==> src/rtl/idma_chan_scheduler.sv <==
// idma_chan_scheduler
// Shares one iDMA backend between NumChan register frontends. A round-robin
// arbiter picks one eligible frontend, holds its request stable toward the
// backend until accepted, and records the issuing channel in an in-order ID
// queue so each backend completion pulse is routed back to its owner.

module idma_chan_scheduler #(
    parameter int NumChan     = 4,
    parameter int ReqWidth    = 192,
    parameter int MaxInFlight = 4
) (
    input  logic                        clk_i,
    input  logic                        rst_i,
    input  logic [NumChan*ReqWidth-1:0] chan_req_i,
    input  logic [NumChan-1:0]          chan_valid_i,
    output logic [NumChan-1:0]          chan_ready_o,
    input  logic [NumChan-1:0]          chan_enable_i,
    output logic [ReqWidth-1:0]         be_req_o,
    output logic                        be_valid_o,
    input  logic                        be_ready_i,
    input  logic                        be_complete_i,
    output logic [NumChan-1:0]          chan_done_o,
    output logic [NumChan-1:0]          chan_busy_o,
    output logic [NumChan-1:0]          irq_o,
    input  logic [NumChan-1:0]          irq_clr_i,
    output logic                        idle_o,
    output logic                        err_o
);

    localparam int ChanIdW = $clog2(NumChan);
    localparam int CntW    = $clog2(MaxInFlight + 1);
    localparam int PtrW    = (MaxInFlight > 1) ? $clog2(MaxInFlight) : 1;

    localparam logic [CntW-1:0]    MaxOcc   = CntW'(MaxInFlight);
    localparam logic [ChanIdW-1:0] LastChan = ChanIdW'(NumChan - 1);
    localparam logic [PtrW-1:0]    LastSlot = PtrW'(MaxInFlight - 1);

    typedef enum logic {
        IDLE  = 1'b0,
        OFFER = 1'b1
    } state_t;

    // Channel after c, wrapping at NumChan (works for non-power-of-2 counts).
    function automatic logic [ChanIdW-1:0] next_chan(input logic [ChanIdW-1:0] c);
        return (c == LastChan) ? '0 : c + ChanIdW'(1);
    endfunction

    // Queue slot after p, wrapping at MaxInFlight.
    function automatic logic [PtrW-1:0] next_slot(input logic [PtrW-1:0] p);
        return (p == LastSlot) ? '0 : p + PtrW'(1);
    endfunction

    // One-hot channel vector with bit c set.
    function automatic logic [NumChan-1:0] chan_onehot(input logic [ChanIdW-1:0] c);
        logic [NumChan-1:0] v;
        v    = '0;
        v[c] = 1'b1;
        return v;
    endfunction

    // Arbiter / offer state
    state_t               state_q, state_d;
    logic [ChanIdW-1:0]   rr_ptr_q;
    logic [ChanIdW-1:0]   held_chan_q;
    logic [ReqWidth-1:0]  held_req_q;

    // In-order ID queue of issued transfers
    logic [ChanIdW-1:0]   id_q [MaxInFlight];
    logic [PtrW-1:0]      wr_ptr_q, rd_ptr_q;
    logic [CntW-1:0]      occ_q, occ_d;

    // Per-channel count of held + outstanding transfers
    logic [NumChan-1:0][CntW-1:0] cnt_q, cnt_d;

    logic [NumChan-1:0]   eligible;
    logic                 grant_found;
    logic [ChanIdW-1:0]   grant_idx;
    logic                 grant;
    logic                 push;
    logic                 pop;
    logic                 err_set;
    logic [ChanIdW-1:0]   head;
    logic [NumChan-1:0]   done_d;

    assign eligible = chan_valid_i & chan_enable_i;

    // Round-robin search: first eligible channel at or after rr_ptr_q.
    // NOTE: every signal driven in always_comb gets a default first, so no path leaves it unassigned and no latch is inferred.
    always_comb begin
        int cand;
        grant_found = 1'b0;
        grant_idx   = '0;
        cand        = 0;
        for (int i = 0; i < NumChan; i++) begin
            cand = int'(rr_ptr_q) + i;
            if (cand >= NumChan) begin
                cand = cand - NumChan;
            end
            if (!grant_found && eligible[ChanIdW'(cand)]) begin
                grant_found = 1'b1;
                grant_idx   = ChanIdW'(cand);
            end
        end
    end

    // A grant needs an idle arbiter and room for one more in-flight transfer;
    // in IDLE the outstanding count is just the queue occupancy. Held in reset
    // so chan_ready_o reads 0 while rst_i is asserted.
    assign grant        = (state_q == IDLE) && grant_found && (occ_q < MaxOcc) && !rst_i;
    assign chan_ready_o = grant ? chan_onehot(grant_idx) : '0;

    assign push    = (state_q == OFFER) && be_ready_i;
    assign head    = id_q[rd_ptr_q];
    assign pop     = be_complete_i && (occ_q != '0);
    assign err_set = be_complete_i && (occ_q == '0);
    assign done_d  = pop ? chan_onehot(head) : '0;

    assign be_valid_o = (state_q == OFFER);
    assign be_req_o   = held_req_q;

    // Next-state logic: grant moves to OFFER, backend acceptance returns to IDLE.
    always_comb begin
        state_d = state_q;
        case (state_q)
            IDLE:    if (grant)      state_d = OFFER;
            OFFER:   if (be_ready_i) state_d = IDLE;
            default:                 state_d = IDLE;
        endcase
    end

    // State register, captured request, and round-robin pointer advance on issue.
    // NOTE: sequential state uses non-blocking assignments so every register samples pre-edge values.
    always_ff @(posedge clk_i or posedge rst_i) begin
        if (rst_i) begin
            state_q     <= IDLE;
            rr_ptr_q    <= '0;
            held_chan_q <= '0;
            held_req_q  <= '0;
        end else begin
            state_q <= state_d;
            if (grant) begin
                held_chan_q <= grant_idx;
                held_req_q  <= chan_req_i[grant_idx*ReqWidth +: ReqWidth];
            end
            if (push) begin
                rr_ptr_q <= next_chan(held_chan_q);
            end
        end
    end

    // ID queue storage: written on issue with the held channel.
    // NOTE: the storage array has no reset; the pointers and occupancy define which entries are valid.
    always_ff @(posedge clk_i) begin
        if (push) begin
            id_q[wr_ptr_q] <= held_chan_q;
        end
    end

    // Occupancy after this cycle's push and pop; both together leave it unchanged.
    always_comb begin
        occ_d = occ_q;
        if (push && !pop) begin
            occ_d = occ_q + CntW'(1);
        end else if (!push && pop) begin
            occ_d = occ_q - CntW'(1);
        end
    end

    // Queue pointers and occupancy.
    always_ff @(posedge clk_i or posedge rst_i) begin
        if (rst_i) begin
            wr_ptr_q <= '0;
            rd_ptr_q <= '0;
            occ_q    <= '0;
        end else begin
            if (push) begin
                wr_ptr_q <= next_slot(wr_ptr_q);
            end
            if (pop) begin
                rd_ptr_q <= next_slot(rd_ptr_q);
            end
            occ_q <= occ_d;
        end
    end

    // Per-channel counters: +1 on grant, -1 on completion pop, net 0 if both.
    always_comb begin
        for (int c = 0; c < NumChan; c++) begin
            cnt_d[c] = cnt_q[c];
            if (grant && (grant_idx == ChanIdW'(c))) begin
                cnt_d[c] = cnt_d[c] + CntW'(1);
            end
            if (pop && (head == ChanIdW'(c))) begin
                cnt_d[c] = cnt_d[c] - CntW'(1);
            end
        end
    end

    // Registered status: counters, busy, done pulse, sticky irq/err, idle.
    always_ff @(posedge clk_i or posedge rst_i) begin
        if (rst_i) begin
            cnt_q       <= '0;
            chan_busy_o <= '0;
            chan_done_o <= '0;
            irq_o       <= '0;
            err_o       <= 1'b0;
            idle_o      <= 1'b1;
        end else begin
            cnt_q <= cnt_d;
            for (int c = 0; c < NumChan; c++) begin
                chan_busy_o[c] <= (cnt_d[c] != '0);
            end
            chan_done_o <= done_d;
            // A completion setting irq wins over a same-cycle clear.
            irq_o <= (irq_o & ~irq_clr_i) | done_d;
            if (err_set) begin
                err_o <= 1'b1;
            end
            idle_o <= (state_d == IDLE) && (occ_d == '0);
        end
    end

endmodule

==> config.mk <==
export PLATFORM = sky130hd
export DESIGN_NAME = idma_chan_scheduler
export DESIGN_NICKNAME = d
export VERILOG_FILES = /design/src/rtl/idma_chan_scheduler.sv
export SDC_FILE = /design/constraint.sdc
export NUM_CORES = 1
export LEC_CHECK = 0
export CORE_AREA = 5 5 384 386
export CTS_CLUSTER_DIAMETER = 60
export CTS_CLUSTER_SIZE = 24
export DETAILED_ROUTE_END_ITERATION = 6
export DIE_AREA = 0 0 389 391
export RECOVER_POWER = 50
export REMOVE_ABC_BUFFERS = 1
export SLEW_MARGIN = 25
export SYNTH_ARGS = -nofsm -noshare
export SYNTH_HDL_FRONTEND = slang
export SYNTH_SLANG_ARGS = --single-unit
export TNS_END_PERCENT = 30
==> constraint.sdc <==
create_clock -name clk_i -period 11.4 [get_ports clk_i]
set_input_delay 1.71 -clock clk_i [delete_from_list [all_inputs] [get_ports clk_i]]
set_output_delay 1.71 -clock clk_i [all_outputs]
set_load 0.005 [all_outputs]
After elaboration in Yosys (flattened, before gate mapping)
Memories as Yosys holds them, arrays and structs flattened.
Cells that the tools add are included.
W data, S select, Z words.

word-level totals
  flip-flop bits (word level) = 230
  RAM bits = 8
  input port bits = 784
  output and inout bits = 211
  logic and storage cells = 152
  memories = 1

operators by class
  add/subtract/negate cells = 20
  $mul = 1
  $lt $le $gt $ge = 13
  equal/unequal tests = 9
  shift-type cells = 1
  muxes and demuxes = 48
  bitwise gates (word level) = 6
  reductions and logical operators = 37

memory list
  memory  words  width  rd ports  clocked after Yosys merged registers in  wr ports  RTL line  source
  id_q    4      2      1         0                                        1         68        logic [ChanIdW-1:0] id_q [MaxInFlight];

operator list
  kind                   number
  $shiftx A768 B11 Y192  1
  $mux W3                10
  $logic_and A1 B1 Y1    22
  $mux W2                11
  $mux W1                18
  $lt A2 B4 Y1 const B   4
  $add A3 B1 Y3 const B  5
  $reduce_bool A3 Y1     5
  $sub A3 B1 Y3 const B  5
  $eq A2 B2 Y1 const B   7
  $ge A3 B3 Y1 const B   3
  $and A4 B4 Y4          2
  $bmux W1 S2            4
  $mux W4                2
  $sub A2 B1 Y2 const B  4
  $add A2 B1 Y2 const B  3
  $add A2 B2 Y3 const B  2
  $logic_not A1 Y1       6
  $logic_not A3 Y1       2
  $lt A2 B3 Y1 const B   2
  $demux W1 S2           2
  $eq A2 B1 Y1 const B   2
  $ge A2 B1 Y1 const B   2
  $logic_not A2 Y1       2
  other kinds (8)        9

Depth between registers and ports, before layout
Gate-level depths: netlist (run 1).

  word-level depth = 23
  depth in mapped cells = 13
  depth with buffers taken out = 11

Least setup slack after synthesis (run 1)
OpenSTA, ideal clock, no wires.

  path kind = input to output
  start = in rst_i
  end = out chan_ready_o[0]
  arrival = 2.764 ns
  required time = 9.690 ns
  slack = 6.926 ns
  cell stages on the path = 4
  buffers on the path = 1
  cells stage by stage = or3_1 > a31oi_1 > and3_1 > clkbuf_1

on the way
  word-level cells in the longest chain between the ends = 3

ends and longest elaborated chain
  what                        RTL line  source
  from (decl)                 13        input logic rst_i,
  $logic_not A1 Y1 (no line)  -
  $logic_and A1 B1 Y1         109       assign grant = (state_q == IDLE) && grant_found && (occ_q < MaxOcc) && !rst_i;
  $mux W4                     110       assign chan_ready_o = grant ? chan_onehot(grant_idx) : '0;
  to (decl)                   16        output logic [NumChan-1:0] chan_ready_o,

No other way between the ends.

==> out/results.ini, run 1 <==
[run_status]
status=finished, violations left
violations=capacitance limit, slew limit

[clock_tree]
htreeDepth=2
postCtsHoldBufs=0
cts_buffers=41
cts_tree=done
cts_setup_buffers=0
insertion_delay_ps=590
cts.repair.resized=0
cts.clk_slew.worst_paths_ps=60
ctsRootBufferMaster=clkbuf_16
cts_num_sinks=238
clockBufferDepth=3

[drt]
antenna_left=0
wl_um=108000
first_pass_iters=4
drtIter0Drc=660
viasPerCell=3.54
wire_per_inst_um=24.7
vias=15500
drcViolationCount=0

[final_layout]
area_growth_pct=86.3
nets=3220
final_cells=4371
multi_input_area_mm2=0.00889
regArea_mm2=0.00600
final_layout_size_suffix_gt1_frac=0.122
fillers=15700

[synthesis]
ys_ff_latch=238
yosysWarnings=0
ys_seq_area_frac=0.386
synth_area_leaders=dfrtp_1 (37%), mux2i_1 (25%), mux2_2 (14%)
ys_async_sr_fraction=0.966
yosysMostFrequentCell=mux2i_1
synthTopCellsByCount=mux2i_1 (384), dfrtp_1 (229), nand2_1 (208)
synth_top_cell_area_share=0.369
netlist_instances=1475
synth_top_area_cell=dfrtp_1
netlist_area_mm2=0.0155
ys_types=58
syn_area_per_cell_um2=10.5
ys.flop_type=dfrtp_1
synth_edf_count=8

[timing]
final-max-slew-violation-count=184
rsz0062_at_grt=no
hold_ws_ps=471
worst-slew-pin-transition_ps=4040
setup_viol=0
max_clock_freq_ghz=0.134
post-route-min-period_ps=7460
finClkSkew_ps=26.5
setup_ws_ps=3940
hold_viol=0
slew_headroom=-1.71
fin_crit_sh=0.654

[grt]
grt_pass1_wl_um=139000
grt_pass1_vias=16100
grt_overflow=0
grt_max_degree=129
track_usage=0.133
grt_antenna_before_repair=82

[die]
core_mm2=0.143
fp.dieH_um=391
rows=139
initial_core_util=0.108
die_w_um=389
num_io_pins=995
dieArea_mm2=0.152

[pwr]
seq_power_share=0.261
pwr-share-clk=0.236
swShare=0.388
p_leak_nw=11.8
vdd_drop_max_uv=134
power_frac_comb=0.503
pwr_density_cell_mw_per_mm2=194
power.switching_mw=2.18
intPower_mw=3.43
power.total_mw=5.61

[critical_path]
crit_chain=dlygate4sd3_1 > clkinvlp_2 > clkbuf_1
cpMaxStageDelayCell=clkbuf_1
cp_slowest_stage_delay_ps=2570
critPathBufInv=3
worst_ep_arrival_time_ps=7350
end_kind=asynchronous set/reset pin
crit_type=primary input to asynchronous set/reset pin
crit_family=buffers and inverters
crit_required_ps=11290
path_max_fanout=78
crit_path_start_kind=primary input

[placement]
dp_slack_ps=4560
place_congestion=0.939
dp_cells=4279
portBuffers=994
dp_hpwl_um=91300

[job]
max_cap_viol_count=4

[hold_path]
min_path_type=flop to flop

==> final timing paths <==
| check | depth (start not counted) | slack, ps | end | startpoint |
|---|---|---|---|---|
| hold reg to reg | 2 | 470 | be_req_o[0]$_DFFE_PP0P_ | be_req_o[0]$_DFFE_PP0P_ |
| max in group clk_i | 7 | 4630 | chan_ready_o[0] | chan_enable_i[2] |
| min in group asynchronous | 2 | 2850 | occ_q[1]$_DFF_PP0_ | rst_i |
| setup / recovery | 3 | 3940 | be_req_o[84]$_DFFE_PP0P_ | rst_i |
| setup reg to reg | 8 | 7400 | be_req_o[128]$_DFFE_PP0P_ | rr_ptr_q[1]$_DFFE_PP0P_ |
| hold / removal | 2 | 470 | be_req_o[0]$_DFFE_PP0P_ | be_req_o[0]$_DFFE_PP0P_ |
==> routing by layer <==
metal | track usage | vias up | routed length [um]
li1 | - | 7220 | -
met1 | 0.164 | 7371 | 44200
met2 | 0.218 | 708 | 50500
met3 | 0.0526 | 172 | 10600
met4 | 0.0316 | 24 | 2420
met5 | 0 | - | 152
==> power by group through the flow <==
stage,Clock (mW),Combinational (mW),Sequential [mW]
2_1_floorplan,0,1.84,1.48
3_3_place_gp,0,2.97,1.48
3_5_place_dp,0,2.99,1.48
4_1_cts,1.39,3.01,1.48
5_1_grt,1.42,3.08,1.51
6_report,1.33,2.83,1.46
==> logic make-up after synthesis <==
| group | Yosys count | synth area share |
|---|---|---|
| and+or+nand+nor | 251 | 0.0701 |
| adders and majority gates | 17 | 0.0137 |
| buffers and inverters | 131 | 0.0414 |
| DFF | 238 | 0.386 |
| AOI/OAI and AO/OA | 232 | 0.0797 |
| xor gates and xnor gates | 24 | 0.0158 |
| muxes | 582 | 0.393 |
==> state kept, by name (all words and copies together), names as in the netlist <==
register     flops
irq_o            4
held_chan_q      2
rr_ptr_q         2
wr_ptr_q         2
idle_o           1
rd_ptr_q         2
occ_q            3
id_q             8
chan_done_o      4
be_req_o       192
cnt_q           12
err_o            1
be_valid_o       1
chan_busy_o      4
==> final cells by class <==
class                           instances  share of cell area
Antenna cell                           16             0.00138
Tap cell                             1903              0.0824
Timing Repair Buffer                 1017               0.350
Clock inverter                         27              0.0108
Sequential cell                       238               0.207
Inverter                               15             0.00199
Multi-Input combinational cell       1106               0.307
Clock buffer                           49              0.0383
==> metrics by stage <==
step,util,instance area [um^2],TNS [ps]
6_report,0.202,28900,0
5_1_grt,0.202,28900,0
4_1_cts,0.202,28900,0
3_5_place_dp,0.192,27500,0
3_3_place_gp,0.192,27500,0
2_1_floorplan,-,14900,-7340
==> layout by cell type (no fill, tap or decap), types with 2 or more instances in the layout <==
| cell | count |
|---|---|
| clkdlybuf4s50_1 | 826 |
| mux2i_1 | 384 |
| dfrtp_1 | 229 |
| nand2_1 | 208 |
| o21ai_0 | 198 |
| mux2_2 | 196 |
| dlygate4sd3_1 | 168 |
| clkbuf_16 | 43 |
| buf_4 | 18 |
| ha_1 | 17 |
| diode_2 | 16 |
| xnor2_1 | 16 |
| inv_1 | 14 |
| inv_6 | 9 |
| and3_1 | 8 |
| clkbuf_1 | 8 |
| edfxtp_1 | 8 |
| a21o_1 | 7 |
| a31oi_1 | 5 |
| a21oi_1 | 5 |
| xor2_1 | 5 |
| inv_8 | 5 |
| nor2_1 | 4 |
| clkinv_8 | 4 |
| nor2b_1 | 3 |
| nor3_1 | 3 |
| clkinvlp_4 | 3 |
| clkinv_4 | 3 |
| nand4b_1 | 2 |
| nand4_1 | 2 |
| a21boi_0 | 2 |
| a22oi_1 | 2 |
| nand3_1 | 2 |
| o31ai_1 | 2 |
| mux4_2 | 2 |
| and2_1 | 2 |
| xnor3_1 | 2 |
| nand3b_1 | 2 |
| inv_12 | 2 |
==> worst min-delay path: cells and delay by family (launching register included) <==
| kind | cells | cell delay [ps] |
|---|---|---|
| AOI/OAI and AO/OA | 1 | 60 |
| DFF | 1 | 330 |
| and+or+nand+nor | 1 | 50 |
Power figures use the tool's default switching activity.
==> run 2, diff against run 1 <==
--- a/config.mk
+++ b/config.mk
@@ -5,11 +5,11 @@
 export SDC_FILE = /design/constraint.sdc
 export NUM_CORES = 1
 export LEC_CHECK = 0
-export CORE_AREA = 5 5 384 386
+export CORE_AREA = 5 5 381 383
 export CTS_CLUSTER_DIAMETER = 60
 export CTS_CLUSTER_SIZE = 24
 export DETAILED_ROUTE_END_ITERATION = 6
-export DIE_AREA = 0 0 389 391
+export DIE_AREA = 0 0 386 388
 export RECOVER_POWER = 50
 export REMOVE_ABC_BUFFERS = 1
 export SLEW_MARGIN = 25
==> constraint.sdc (replaced) <==
create_clock -name clk_i -period 6.42 [get_ports clk_i]
set_input_delay 0.963 -clock clk_i [delete_from_list [all_inputs] [get_ports clk_i]]
set_output_delay 0.963 -clock clk_i [all_outputs]
set_load 0.005 [all_outputs]
==> run 2 against run 1 <==
Against the previous run: the flow still finishes with violations (capacitance limit, slew limit); power is 83% higher; sequential power increased by 78%; hold slack lost 1.6 ps; critical endpoint is now chan_ready_o[0].
==> out/results.ini, run 2 (synthesis gave the netlist of run 1 again) <==
[pwr]
pwr-share-clk=0.247
power.switching_mw=3.98
power_frac_comb=0.499
pwr_density_cell_mw_per_mm2=352
vdd_drop_max_uv=196
intPower_mw=6.29
swShare=0.388
seq_power_share=0.253
p_leak_nw=11.8

[critical_path]
crit_chain=clkdlybuf4s50_1 > nand2_1 > o21ai_0 > a21o_4 > and3_1 > clkdlybuf4s50_1
crit_path_start_kind=primary input
crit_type=primary input to primary output
worst_ep_arrival_time_ps=3770
crit_family=buffers and inverters
cp_slowest_stage_delay_ps=640
end_kind=primary output
worstSetupStartpoint=chan_valid_i[0]
cpMaxStageDelayCell=a21o_4
path_common_cell=clkdlybuf4s50_1
critPathBufInv=2
rr_startpoint=rd_ptr_q[0]$_DFFE_PP0P_
path_max_fanout=45
crit_required_ps=5460

[timing]
setup_ws_ps=1680
tns_ps=0
setup_viol=0
post-route-min-period_ps=4740
worst-slew-pin-transition_ps=4310
max_clock_freq_ghz=0.211
finClkSkew_ps=36.0
fin_crit_sh=0.738
final-max-slew-violation-count=97
hold_viol=0
rsz0062_at_grt=no
slew_headroom=-1.87

[clock_tree]
clockBufferDepth=3
htreeDepth=2
cts_buffers=45
cts_tree=done
cts.repair.resized=0
ctsRootBufferMaster=clkbuf_16
insertion_delay_ps=620
cts.clk_slew.worst_paths_ps=60
cts_num_sinks=238
cts_setup_buffers=0
postCtsHoldBufs=0

[die]
num_io_pins=995
fp.dieH_um=388
die_w_um=386
core_mm2=0.141
rows=138
dieArea_mm2=0.150
initial_core_util=0.110

[job]
max_cap_viol_count=3

[final_layout]
area_growth_pct=88.1
nets=3226
final_layout_size_suffix_gt1_frac=0.129
layout.cells.most_common_list=clkdlybuf4s50_1 (913), mux2i_1 (383), dfrtp_1 (229)
final_common_cell=clkdlybuf4s50_1
largest_register_ffs=192

[drt]
vias=15400
drcViolationCount=0
wl_um=105000
wire_per_inst_um=24.1
antenna_left=0
viasPerCell=3.51
first_pass_iters=5
drtIter0Drc=535

[hold_path]
min_from=be_req_o[186]$_DFFE_PP0P_
min_path_type=flop to flop

[grt]
grt_overflow=0
grt_antenna_before_repair=86
grt_max_degree=122
track_usage=0.133
grt_pass1_vias=15900
grt_pass1_wl_um=137000

[placement]
portBuffers=994
dp_hpwl_um=89100
place_congestion=0.860
dp_slack_ps=1610

[run_status]
status=finished, violations left
violations=capacitance limit, slew limit

[run 2: cell types whose count changed in the layout (fill, tap and decap cells not counted), moves of 4 or more]
cell,change
clkdlybuf4s50_1,+87
clkinvlp_4,+5
buf_12,+6
diode_2,+4
clkbuf_1,-8
dlygate4sd3_1,-87
clkinv_8,+5
inv_6,-5
[run 2: stage by stage]
| stage | hold slack, ps | std cells | utilization | cell area [um^2] | power (mW) |
|---|---|---|---|---|---|
| after detailed placement | 465 | 4268 | 0.196 | 27600 | 7.96 |
| after floorplan | 451 | 1359 | - | 14900 | 5.62 |
| after global placement | 462 | 4268 | 0.195 | 27600 | 7.88 |
| final | 469 | 4372 | 0.207 | 29200 | 10.3 |
| after CTS | 480 | 4352 | 0.207 | 29200 | 10.6 |
| after global routing | 490 | 4355 | 0.207 | 29100 | 11.0 |
[run 2: tightest hold or removal path: cells and delay by family, from the launching register on]
family / cells / cell delay, ps
simple gates: 1 / 40
compound gates: 1 / 60
flops: 1 / 330
[run 2: layout make-up]
class / count / area, um^2
inverter: 15 / 57.6
multi-input combinational: 1106 / 8900
tap: 1890 / 2360
clock inverter: 38 / 460
antenna: 20 / 50.0
timing repair buffer: 1019 / 10200
clock buffer: 46 / 1140
sequential: 238 / 6000
fill: 15400 / 112000
[run 2: path summary, 6_finish.rpt]
kind	endpoint	slack [ps]	depth (start not counted)
setup / recovery	chan_ready_o[0]	1680	6
hold / removal	be_req_o[186]$_DFFE_PP0P_	470	2
setup reg to reg	chan_busy_o[0]$_DFF_PP0_	2590	6
hold reg to reg	be_req_o[186]$_DFFE_PP0P_	470	2
max in group asynchronous	be_req_o[68]$_DFFE_PP0P_	1900	3
min in group asynchronous	irq_o[2]$_DFF_PP0_	2100	2
[run 2: per-layer routing]
layer  up-vias  routed length (um)  GRT usage
li1       7237                   -          -
met1      7246               43700      0.166
met2       720               49700      0.222
met3       145                9900     0.0451
met4        16                2010     0.0266
met5         -                  98          0
[run 2: power by group through the flow]
stage,clock (mW),combinational (mW),sequential [mW]
2_1_floorplan,0,2.99,2.63
3_3_place_gp,0,5.28,2.61
3_5_place_dp,0,5.34,2.62
4_1_cts,2.66,5.35,2.61
5_1_grt,2.70,5.58,2.69
6_report,2.54,5.13,2.60
